## src/rtl/multi_key_interrupt_controller.sv

```systemverilog
// Key and frame interrupt source: synchronises key lines, latches sticky pending requests,
// and issues them one at a time as 32-bit interrupt instructions by fixed priority.
module multi_key_interrupt_controller #(
   parameter int         NUM_KEYS   = 4,
   parameter int         FRAME_DIV  = 833333,
   parameter int         CNT_W      = 32,
   parameter logic [4:0] INT_OPCODE = 5'b11111,
   parameter bit         PULSE_MODE = 1'b0
) (
   input  logic                proc_clk,
   input  logic                reset,
   input  logic [NUM_KEYS-1:0] keys,
   input  logic [NUM_KEYS-1:0] key_enable,
   input  logic                irq_ack,
   output logic                irq_valid,
   output logic [31:0]         irq_instruction,
   output logic [NUM_KEYS:0]   pending,
   output logic [7:0]          dropped
);

   localparam logic [CNT_W-1:0] FRAME_LAST = CNT_W'(FRAME_DIV - 1);

   typedef enum logic {
      IDLE,
      PRESENT
   } state_t;

   state_t state;

   logic [NUM_KEYS-1:0] sync1;
   logic [NUM_KEYS-1:0] sync2;
   logic [NUM_KEYS-1:0] hist;
   logic [CNT_W-1:0]    count;
   logic                frame_tick;
   logic [NUM_KEYS:0]   set_vec;
   logic [NUM_KEYS:0]   clr_vec;
   logic [NUM_KEYS:0]   drop_vec;
   logic [NUM_KEYS:0]   pending_next;
   logic [4:0]          win_id;
   logic                found;
   logic                grant;
   logic [5:0]          drop_inc;
   logic [8:0]          drop_sum;

   always_ff @(posedge proc_clk or posedge reset) begin
      if (reset) begin
         sync1 <= '0;
         sync2 <= '0;
         hist  <= '0;
      end else begin
         sync1 <= keys;
         sync2 <= sync1;
         hist  <= sync2;
      end
   end

   assign frame_tick = (count == FRAME_LAST);

   always_ff @(posedge proc_clk or posedge reset) begin
      if (reset) begin
         count <= '0;
      end else if (frame_tick) begin
         count <= '0;
      end else begin
         count <= count + CNT_W'(1);
      end
   end

   // Bit 0 is the frame tick; bit i+1 is a qualified rising edge on key i.
   assign set_vec = {sync2 & ~hist & key_enable, frame_tick};

   always_comb begin
      win_id  = '0;
      clr_vec = '0;
      found   = 1'b0;
      for (int i = 0; i <= NUM_KEYS; i++) begin
         if (pending[i] && !found) begin
            found      = 1'b1;
            win_id     = 5'(i);
            clr_vec[i] = (state == IDLE);
         end
      end
   end

   assign grant = found && (state == IDLE);

   // A set landing on a bit being cleared re-queues; a set on a bit still held is a loss.
   assign drop_vec     = set_vec & pending & ~clr_vec;
   assign pending_next = (pending & ~clr_vec) | set_vec;

   always_comb begin
      drop_inc = '0;
      for (int i = 0; i <= NUM_KEYS; i++) begin
         drop_inc = drop_inc + 6'(drop_vec[i]);
      end
   end

   assign drop_sum = {1'b0, dropped} + {3'b000, drop_inc};

   always_ff @(posedge proc_clk or posedge reset) begin
      if (reset) begin
         pending <= '0;
         dropped <= '0;
      end else begin
         pending <= pending_next;
         dropped <= drop_sum[8] ? 8'hFF : drop_sum[7:0];
      end
   end

   always_ff @(posedge proc_clk or posedge reset) begin
      if (reset) begin
         state           <= IDLE;
         irq_valid       <= 1'b0;
         irq_instruction <= '0;
      end else begin
         case (state)
            IDLE: begin
               if (grant) begin
                  irq_valid       <= 1'b1;
                  irq_instruction <= {INT_OPCODE, 22'b0, win_id};
                  state           <= PRESENT;
               end
            end
            PRESENT: begin
               if (PULSE_MODE || irq_ack) begin
                  irq_valid       <= 1'b0;
                  irq_instruction <= '0;
                  state           <= IDLE;
               end
            end
            default: begin
               irq_valid       <= 1'b0;
               irq_instruction <= '0;
               state           <= IDLE;
            end
         endcase
      end
   end

endmodule
```

## config.mk

```make
export PLATFORM = sky130hd
export DESIGN_NAME = multi_key_interrupt_controller
export DESIGN_NICKNAME = d
export VERILOG_FILES = /design/src/rtl/multi_key_interrupt_controller.sv
export SDC_FILE = /design/constraint.sdc
export NUM_CORES = 1
export LEC_CHECK = 0
export BUFFER_PORTS_ARGS = -buffer_cell sky130_fd_sc_hd__buf_2
export CAP_MARGIN = 10
export CORE_AREA = 4 4 94 74
export CTS_BUF_LIST = sky130_fd_sc_hd__clkbuf_4 sky130_fd_sc_hd__clkbuf_8
export DETAILED_ROUTE_END_ITERATION = 7
export DIE_AREA = 0 0 98 78
export GPL_ROUTABILITY_DRIVEN = 0
export GPL_TIMING_DRIVEN = 0
export PLACE_DENSITY = 0.85
export SETUP_SLACK_MARGIN = 0.1
export SYNTH_ARGS = -nofsm -noshare
export SYNTH_HDL_FRONTEND = slang
export SYNTH_SLANG_ARGS = --single-unit
```

## constraint.sdc

```tcl
create_clock -name proc_clk -period 3.4 [get_ports proc_clk]
set_input_delay 0.68 -clock proc_clk [delete_from_list [all_inputs] [get_ports proc_clk]]
set_output_delay 0.68 -clock proc_clk [all_outputs]
set_load 0.01 [all_outputs]
```

==> implementation parameters <==
Parameter                              Value

Run status
  Status    complete, but fails checks
  Failing checks    setup timing

Timing
  Max Clock Freq    between 200 and 300 MHz
  Worst slew margin relative to its limit    0.359
  Setup violations, final    8
  Final hold vios    0
  Shortest period the worst path allows    between 3 and 4 ns
  Final Slew Violations    0
  Post-route setup TNS    -0.380 ns
  Smallest setup slack after layout    -0.125 ns
  Final critical-path share of the clock period    1.04
  Actual transition at the worst max-transition pin    between 0.9 and 1 ns
  Hold WS    approximately 0.34 ns
  Setup Skew    roughly 0.0093 ns
  Unrepaired setup endpoints after global routing    yes

Clock tree
  Clock latency on the worst-skew pair    approximately 0.34 ns
  Clock slew seen by the registers of the worst setup and hold paths    around 0.07 ns
  CTS H-tree depth    3
  Longest Clk Path Bufs    2
  Clock tree from TritonCTS    done
  Number of clock sinks seen by CTS    62
  Hold Buf Count CTS    0
  Clock root buffer master    clkbuf_8
  Clock buffers created by TritonCTS    9

Logic synthesis
  Share of the synthesized area in the top cell type    0.510
  Library cells used by synthesis    37
  Biggest area contributors in the synthesized netlist    dfrtp_1 (51%), buf_4 (7.2%), xnor2_1 (6.6%)
  Post-Syn Area per Cell    approximately 10 sq um
  Yosys top cell by area    dfrtp_1
  Sequential element share of the synthesized area    0.510
  Share of the synthesized area in compound gates (AO/OA/AOI/OAI)    0.0510
  Area of the mapped netlist    roughly 3000 sq um
  Number of enable-type register cells in the synthesized netlist    0
  Post-synthesis simple-gate area fraction    0.219
  Synth Instances    between 200 and 300
  Multiplexer fraction of the synthesized cell area    0.00370
  Prevailing post-synth register cell    dfrtp_1
  Flops & latches, synth    62
  Area share of fa/ha/maj cells after synthesis    0.0444
  YS warnings    0
  Main combinational cell family by area after synthesis    simple AND/OR/NAND/NOR gates
  Synthesized-area fraction occupied by xor and xnor cells    0.0830
  Proportion of register bits with asynchronous set or reset after synthesis    1.00

Worst setup path
  Worst r2r path cells    13
  Critical Path Fanout Max    3
  Data required, critical path    between 3 and 4 ns
  Critical Path End Type    flop
  CP Launch Type    flop
  Arrival time of data at the critical path endpoint    3.75 ns
  Reg2Reg Setup Slack    -0.12 ns
  Reg2reg end    dropped[7]
  Beginning of the worst register-to-register path    count[0]
  Category of the most critical setup path    reg2reg

Pwr
  Static leakage    1.87 nW
  Internal power summed over all cells    approximately 1.4 mW
  Combinational share of power    0.197
  Net switching power    between 0.5 and 0.6 mW
  Post-route total power    roughly 1.9 mW
  Net Sw Frac    0.291
  Proportion of power drawn by the clock network    0.346
  Power share of the sequential group    0.457
  Power density of the placed cells    around 500 nW/um^2
  Max rail drop VDD    about 0.33 mV

GRT
  Maximum number of pins on one net before global-route repair    43
  First-pass GRT wire length    between 10 and 15 mm
  GR Util All Layers    0.179
  Vias in the first global route    approximately 2300
  Overflow left after global routing    0
  Number of antenna violations at the first check in global routing    0

Cells and area
  Fraction of final layout cells with drive strength greater than 1    0.314
  Finished Layout Cells    460
  Finished Cell Area    3860 sq um
  Layout net count    ~400
  Area growth, synth to finish    26.7%
  ANT cells    0
  Share of the core filled with cells in the final layout    0.632

Placement
  Cell count after placement    429
  Cell area after placement    3470 sq um
  DP Wirelength    ~4.4 mm
  Worst slack, placed    -0.485 ns
  Number of buffers added on ports    32

Floorplan
  Die Footprint    7640 sq um
  Initial core utilization    0.499
  Die boundary height    just under 80 um
  Row count    25
  Core Box Area    between 6000 and 7000 sq um
  Number of I/O pins    57
  Die width    approximately 100 um

Worst hold path
  Hold Crit Class    in2async

Detailed routing
  Average detailed-routed wire length per instance    about 15 um
  Number of detailed-route iterations in the first pass    5
  Detailed-route via count    ~2400
  Final Routed Wirelength    about 6.7 mm
  Number of violations reported at the end of detailed-routing iteration 0    about 250
  Vias per inst    ~5.3
  Post-route antenna net violation count    0
  Remaining DRCs    0

Job
  Max Cap Violations    0
layer usage:
| metal | up-vias | GRT usage | wire, um | share of wire |
|---|---|---|---|---|
| met2 | 112 | 0.279 | 3270 | 0.49 |
| met5 | - | 0 | 0 | 0 |
| li1 | 1119 | - | - | - |
| met1 | 1172 | 0.237 | 2790 | 0.42 |
| met3 | 17 | 0.0620 | 509 | 0.076 |
| met4 | 0 | 0.0553 | 149 | 0.022 |
worst max-delay path, stage by stage (launching register included):
cell	delay, ns
dfrtp_1	0.40
inv_1	0.10
ha_1	0.17
nor4b_4	0.22
inv_2	0.10
nor4_4	0.22
and3_1	0.21
fa_1	0.44
fa_2	0.46
ha_4	0.19
fa_2	0.37
a21oi_4	0.18
nand2_1	0.08
mux2_4	0.27
area by class of cell:
| class | instances | area, sq um |
|---|---|---|
| fillers | 471 | 2240 |
| clock inverters | 5 | 57.6 |
| repair buffers | 48 | 293 |
| clock buffers | 11 | 151 |
| plain buffers | 32 | 230 |
| multi-input cells | 211 | 1430 |
| flip-flops and latches | 62 | 1550 |
| well taps | 81 | 101 |
| inverters | 10 | 37.5 |
logic make-up (layout without fill, tap and decap cells):
| group | count (synthesis) | in the layout |
|---|---|---|
| buffers and inverters | 42 | 106 |
| AND/OR/NAND/NOR | 122 | 122 |
| AO/OA/AOI/OAI | 27 | 27 |
| flip-flops | 62 | 62 |
| XOR/XNOR | 28 | 28 |
| adder cells (fa/ha/maj) | 9 | 9 |
| multiplexers | 1 | 1 |
| other | 1 | 24 |
cell usage after synthesis, types with 3 or more instances:
library cell	count
nand4_1	10
a21oi_1	10
nor3_1	5
inv_1	10
ha_1	6
nor4_1	11
o21ai_0	9
and3_1	3
nand3b_1	4
nor2b_1	6
nor2_1	24
xnor2_1	23
a21o_1	4
nand2b_1	4
o31ai_1	3
buf_4	29
nand2_1	20
nor4b_1	3
dfrtp_1	62
xor2_1	4
fa_1	3
nand3_1	19
state kept, by name (all words and copies together), names as in the netlist:
name / count
count: 32
dropped: 8
hist: 4
irq_instruction: 4
pending: 5
state: 1
sync1: 4
sync2: 4
power groups by stage:
stage	registers [mW]	logic [mW]	clock network, mW
floorplan	0.907	0.215	0
global placement	0.884	0.348	0
detailed placement	0.888	0.364	0
CTS	0.875	0.374	0.672
global route	0.891	0.421	0.702
finish	0.877	0.379	0.665
repair_timing:
| item | CTS | global route |
|---|---|---|
| gates resized for setup | 6 | 7 |
| setup buffers | 7 | 8 |
| setup endpoints to repair | 8 | 8 |
| gates cloned | 0 | 0 |
| pin swaps | 7 | 4 |
worst max-delay path by stage:
stage	slack, ns	end	start	cells after the start
after floorplan	0.07	dropped[7]	count[0]	13
final	-0.12	dropped[7]	count[0]	13
after global routing	-0.26	dropped[7]	count[0]	13
after global placement	-0.37	dropped[5]	count[25]	12
after CTS	-0.15	dropped[7]	count[23]	11
after detailed placement	-0.48	dropped[5]	count[24]	12
cell usage in the layout, fill, tap and decap left out, drive strengths merged:
master / instances
nor3b: 1
nor2: 24
nand2: 20
o31ai: 3
xnor2: 24
and2: 2
nor3: 5
or3: 3
a21boi: 1
nor2b: 6
inv: 10
nand3b: 4
nand4: 11
bufinv: 1
or4: 3
a21o: 4
a21oi: 10
conb: 24
xor2: 4
and3: 3
and4: 2
nor4: 11
clkinv: 1
buf: 78
nand2b: 4
mux2: 1
and4bb: 1
o21ai: 9
nand3: 19
clkinvlp: 3
fa: 3
clkbuf: 13
ha: 6
nor4b: 3
dfrtp: 62
No activity file was read; power rests on OpenSTA's default activity.
